**src/rtl/fetch_ctrl.sv**
```systemverilog
// -----------------------------------------------------------------------------
// fetch_ctrl
//
// Instruction-fetch controller for the five-stage core. It owns the program
// counter, drives the instruction ROM's byte address, and registers the
// returned word into the IF/ID pipeline register. It also applies hazard
// stalls, branch/jump redirects and the end-of-program halt, so exactly one
// agent sequences the ROM.
//
// Ports:
//   clk            in   1   core clock, rising-edge state updates
//   rst            in   1   asynchronous, active-high reset
//   rom_pc         out  32  byte address to ROM (combinational from pc)
//   rom_instr      in   32  ROM word for rom_pc, valid in the same cycle
//   stall          in   1   hold IF and IF/ID
//   redirect_valid in   1   taken branch/jump from EX
//   redirect_pc    in   32  redirect target byte address
//   id_valid       out  1   IF/ID holds a real instruction
//   id_pc          out  32  byte address of the IF/ID instruction
//   id_instr       out  32  IF/ID instruction, nop when id_valid=0
//   halted         out  1   fetch stopped at end of ROM
//   fetch_count    out  32  instructions accepted into IF/ID since reset
// -----------------------------------------------------------------------------
module fetch_ctrl #(
    parameter logic [31:0] RESET_PC  = 32'h0000_0000,
    parameter int unsigned ROM_WORDS = 30
) (
    input  logic        clk,
    input  logic        rst,
    output logic [31:0] rom_pc,
    input  logic [31:0] rom_instr,
    input  logic        stall,
    input  logic        redirect_valid,
    input  logic [31:0] redirect_pc,
    output logic        id_valid,
    output logic [31:0] id_pc,
    output logic [31:0] id_instr,
    output logic        halted,
    output logic [31:0] fetch_count
);

    localparam logic [31:0] NOP_INSTR   = 32'h0000_0013;
    localparam logic [31:0] ROM_WORDS_W = 32'(ROM_WORDS);
    localparam logic [31:0] ALIGN_MASK  = ~32'h0000_0003;

    typedef enum logic [1:0] {
        ST_BOOT  = 2'd0,
        ST_FETCH = 2'd1,
        ST_HALT  = 2'd2
    } state_t;

    state_t      state_q,       state_d;
    logic [31:0] pc_q,          pc_d;
    logic        id_valid_q,    id_valid_d;
    logic [31:0] id_pc_q,       id_pc_d;
    logic [31:0] id_instr_q,    id_instr_d;
    logic        halted_q,      halted_d;
    logic [31:0] fetch_count_q, fetch_count_d;

    // Word index of a byte address must fall inside the populated ROM.
    function automatic logic pc_in_range(input logic [31:0] pc);
        return ((pc >> 2) < ROM_WORDS_W);
    endfunction

    // Redirect targets are forced to word alignment.
    function automatic logic [31:0] align_pc(input logic [31:0] pc);
        return (pc & ALIGN_MASK);
    endfunction

    // ROM address comes straight from the pc register.
    assign rom_pc = pc_q;

    // Next-state, pc, IF/ID and counter logic.
    always_comb begin
        state_d       = state_q;
        pc_d          = pc_q;
        id_valid_d    = id_valid_q;
        id_pc_d       = id_pc_q;
        id_instr_d    = id_instr_q;
        halted_d      = halted_q;
        fetch_count_d = fetch_count_q;

        case (state_q)
            ST_BOOT: begin
                // No fetch in the boot cycle; a redirect still updates pc.
                state_d    = ST_FETCH;
                id_valid_d = 1'b0;
                id_instr_d = NOP_INSTR;
                halted_d   = 1'b0;
                if (redirect_valid) begin
                    pc_d = align_pc(redirect_pc);
                end else begin
                    pc_d = pc_q;
                end
            end

            ST_FETCH: begin
                if (redirect_valid) begin
                    // Discard the wrong-path word currently in IF.
                    pc_d       = align_pc(redirect_pc);
                    id_valid_d = 1'b0;
                    id_instr_d = NOP_INSTR;
                end else if (stall) begin
                    pc_d = pc_q;
                end else if (pc_in_range(pc_q)) begin
                    id_valid_d    = 1'b1;
                    id_pc_d       = pc_q;
                    id_instr_d    = rom_instr;
                    pc_d          = pc_q + 32'd4;
                    fetch_count_d = fetch_count_q + 32'd1;
                end else begin
                    // Never latch an out-of-range ROM word.
                    id_valid_d = 1'b0;
                    id_instr_d = NOP_INSTR;
                    state_d    = ST_HALT;
                    halted_d   = 1'b1;
                end
            end

            ST_HALT: begin
                if (redirect_valid) begin
                    pc_d       = align_pc(redirect_pc);
                    id_valid_d = 1'b0;
                    id_instr_d = NOP_INSTR;
                    halted_d   = 1'b0;
                    state_d    = ST_FETCH;
                end else if (stall) begin
                    // Keep a stalled instruction in IF/ID until released.
                    pc_d = pc_q;
                end else begin
                    id_valid_d = 1'b0;
                    id_instr_d = NOP_INSTR;
                end
            end

            default: begin
                state_d    = ST_BOOT;
                id_valid_d = 1'b0;
                id_instr_d = NOP_INSTR;
                halted_d   = 1'b0;
            end
        endcase
    end

    // State, pc, IF/ID and counter registers.
    always_ff @(posedge clk or posedge rst) begin
        if (rst) begin
            state_q       <= ST_BOOT;
            pc_q          <= RESET_PC;
            id_valid_q    <= 1'b0;
            id_pc_q       <= 32'h0000_0000;
            id_instr_q    <= NOP_INSTR;
            halted_q      <= 1'b0;
            fetch_count_q <= 32'h0000_0000;
        end else begin
            state_q       <= state_d;
            pc_q          <= pc_d;
            id_valid_q    <= id_valid_d;
            id_pc_q       <= id_pc_d;
            id_instr_q    <= id_instr_d;
            halted_q      <= halted_d;
            fetch_count_q <= fetch_count_d;
        end
    end

    assign id_valid    = id_valid_q;
    assign id_pc       = id_pc_q;
    assign id_instr    = id_instr_q;
    assign halted      = halted_q;
    assign fetch_count = fetch_count_q;

endmodule

```
**config.mk**
```make
export PLATFORM = sky130hd
export DESIGN_NAME = fetch_ctrl
export DESIGN_NICKNAME = d
export VERILOG_FILES = /design/src/rtl/fetch_ctrl.sv
export SDC_FILE = /design/constraint.sdc
export NUM_CORES = 1
export LEC_CHECK = 0
export ABC_AREA = 0
export ABC_CLOCK_PERIOD_IN_PS = 7600
export CORE_MARGIN = 10
export CORE_UTILIZATION = 48
export DETAILED_ROUTE_END_ITERATION = 16
export PLACE_DENSITY = 0.85
export REMOVE_ABC_BUFFERS = 1
export SLEW_MARGIN = 20
export SYNTH_ARGS = -nofsm -noshare
export SYNTH_HDL_FRONTEND = slang
export SYNTH_SLANG_ARGS = --single-unit
```
**constraint.sdc**
```tcl
create_clock -name clk -period 7.6 [get_ports clk]
set_input_delay 1.52 -clock clk [delete_from_list [all_inputs] [get_ports clk]]
set_output_delay 1.52 -clock clk [all_outputs]
set_load 0.005 [all_outputs]
```
==> impl_metrics.csv <==
group,metric,value,unit
clock_tree,clk_latency,410,ps
layout,drive_gt1_frac,0.0833,
logic_synthesis,synthArstFlopShare,1.00,
logic_synthesis,yosysUniqueCellTypes,49,
setup_path,worstSetupPathType,"primary input to flop",
detailed_routing,route.detailed.drc,0,
setup_path,required,7850,ps
die,initial_core_util,0.496,
clock_tree,postCtsSetupBuffers,0,
setup_path,start_kind,"primary input",
power,max-vdd-ir-drop,0.000179,V
clock_tree,cts-root-buf,"clkbuf_16",
logic_synthesis,ys_ff_latch,127,
power,power.leakage,3.50,nW
power,seqPwrFrac,0.408,
layout,syn_to_final_growth,47.8,%
power,p_comb_frac,0.148,
die,dieArea,16000,µm²
clock_tree,cts_tree,"done",
timing,final.setup.tns,0,ps
logic_synthesis,synth_edf_count,0,
die,fp-row-count,38,
timing,skew,10.8,ps
setup_path,crit_arrival,4290,ps
setup_path,cp_max_fo,43,
clock_tree,ctsResizeCount,0,
timing,fmax,248,MHz
logic_synthesis,synth-simple-area-share,0.179,
place,port_buffers,191,
logic_synthesis,synth_ff_type,"dfrtp_1",
logic_synthesis,synthXorXnorAreaFrac,0.0516,
global_routing,grt.overflow.total,0,
layout,antenna_cells,0,
timing,hold_viol_final,0,
die,die_h,126,µm
logic_synthesis,muxShareOfSynthArea,0.0173,
detailed_routing,drtPass1Iterations,4,
clock_tree,htreeDepth,4,
global_routing,grt_pass1_wl,26000,µm
timing,final-setup-viol-count,0,
place,gp_congestion,0.925,
clock_tree,numCtsBuffers,17,
power,switching_share,0.243,
timing,slew_headroom,0.268,
logic_synthesis,yosysSeqAreaShare,0.586,
place,hpwl,11600,µm
run,max-cap-violations,0,
clock_tree,clk_path_buf_depth,2,
logic_synthesis,synth_top_family_by_area,"simple AND/OR/NAND/NOR gates",
timing,rsz0062_at_grt,"no",
layout,fillCellCount,745,
timing,period_share,0.531,
timing,hold_ws,463,ps
die,core_area,10900,µm²
layout,post-route-util,0.734,
setup_path,crit_path_end_kind,"flop",
detailed_routing,vias_per_cell,5.55,
logic_synthesis,synth_area,5430,µm²
detailed_routing,wl_per_cell,19.8,µm
logic_synthesis,netlist_instances,472,
die,fp.dieW,126,µm
power,power_density,240,nW/µm²
power,power_switching,0.000469,W
detailed_routing,drt-initial-drc-count,342,
die,io_pins,198,
clock_tree,clk_pin_slew,50,ps
min_path,holdCritPathClass,"flop to flop",
global_routing,grt_max_degree,70,
global_routing,grt_usage,0.200,
logic_synthesis,yosysWarnings,0,
timing,worst_pin_slew,1100,ps
clock_tree,ctsHoldBuffers,0,
logic_synthesis,synthAdderAreaFrac,0.00461,
detailed_routing,antenna_left,0,
timing,period_needed,4040,ps
clock_tree,cts_num_sinks,127,
power,internal_power,0.00146,W
detailed_routing,vias,4508,
global_routing,antenna_found_initial,0,
layout,layout_common_cells,"clkdlybuf4s50_1 (191), dfrtp_1 (124), nand2_1 (38)",
detailed_routing,wl,16100,µm
power,pwr-share-clk,0.445,
layout,layout.nets,729,
global_routing,grt_pass1_vias,4835,
logic_synthesis,synth-compound-area-share,0.120,
status,status,"complete, no violations",
logic_synthesis,avgSynthCellArea,11.5,µm²
timing,final_max_slew_viol_count,0,
layout,layout_commonest_cell,"clkdlybuf4s50_1",
## worst max-delay path: stages
cell and delay [ps]:
clkdlybuf4s50_1 590, nand2b_1 350, nor3_1 300, nand3_2 680, nor4_1 700, xor2_1 140
## cell families (layout without fill, tap and decap cells)
kind of cell	Yosys count	in the layout
compound gates	86	86
xor+xnor	32	32
fa+ha+maj	2	2
buf+inv	40	237
flops	127	127
mux	8	8
other cells	1	4
simple gates	176	176
## stage by stage
| step | power [W] | std cells | area (µm²) | setup slack, ps |
|---|---|---|---|---|
| floorplan | 0.000900 | 445 | 5260 | 2700 |
| global placement | 0.00107 | 779 | 7370 | 3420 |
| detailed placement | 0.00108 | 780 | 7390 | 3260 |
| CTS | 0.00194 | 812 | 8020 | 3610 |
| global route | 0.00201 | 812 | 8020 | 3250 |
| finish | 0.00193 | 812 | 8020 | 3560 |
## registers in the layout (all words and copies together) (netlist names)
signal / count
fetch_count: 32
id_instr: 32
id_pc: 30
id_valid: 1
rom_pc: 30
state_q: 2
## layout make-up
type / instances / area (µm²) / area share
Clock buffer: 22 / 474 / 0.0591
Tap cell: 140 / 175 / 0.0218
Timing Repair Buffer: 195 / 1950 / 0.243
Clock inverter: 10 / 159 / 0.0198
Multi-Input combinational cell: 308 / 2040 / 0.255
Inverter: 10 / 40.0 / 0.00499
Sequential cell: 127 / 3180 / 0.397
## final timing paths
check | startpoint | slack (ps) | cells after the start | endpoint
setup / recovery | redirect_valid | 3560 | 6 | fetch_count[28]
setup reg to reg | rom_pc[27] | 4720 | 5 | fetch_count[28]
max in group asynchronous | rst | 4670 | 3 | state_q[1]
min in group asynchronous | rst | 1600 | 2 | fetch_count[29]
hold reg to reg | id_instr[4] | 460 | 2 | id_instr[4]
hold / removal | id_instr[4] | 460 | 2 | id_instr[4]
## Yosys cell counts (4+ instances only)
library cell | n | area share
dfrtp_1 | 124 | 0.57
and4_1 | 11 | 0.018
nand2_1 | 38 | 0.026
xnor2_1 | 26 | 0.042
nand4_1 | 17 | 0.020
a21oi_1 | 14 | 0.013
buf_2 | 9 | 0.0083
o22ai_1 | 4 | 0.0046
nor4_1 | 9 | 0.010
inv_1 | 10 | 0.0069
buf_4 | 10 | 0.014
clkbuf_1 | 7 | 0.0048
o22a_1 | 13 | 0.021
nor3_1 | 4 | 0.0037
nor2_1 | 25 | 0.017
mux2_2 | 7 | 0.015
nand3_1 | 18 | 0.017
a31oi_1 | 8 | 0.0092
and2_1 | 28 | 0.032
a22o_1 | 29 | 0.047
xor2_1 | 6 | 0.0097
and3_1 | 13 | 0.015
## layer usage
layer	vias up	wire length [µm]	global-route usage
li1	2058	-	-
met2	229	7740	0.322
met4	0	301	0.0623
met1	2196	6520	0.238
met3	25	1550	0.0829
met5	-	0	0
## power groups by stage
| stage | clock [W] | combinational, W | sequential (W) |
|---|---|---|---|
| detailed placement | 0 | 0.000284 | 0.000794 |
| global placement | 0 | 0.000279 | 0.000791 |
| finish | 0.000857 | 0.000285 | 0.000786 |
| global route | 0.000902 | 0.000311 | 0.000794 |
| CTS | 0.000873 | 0.000287 | 0.000784 |
| floorplan | 0 | 0.000117 | 0.000783 |
(Power assumes the default switching activity.)
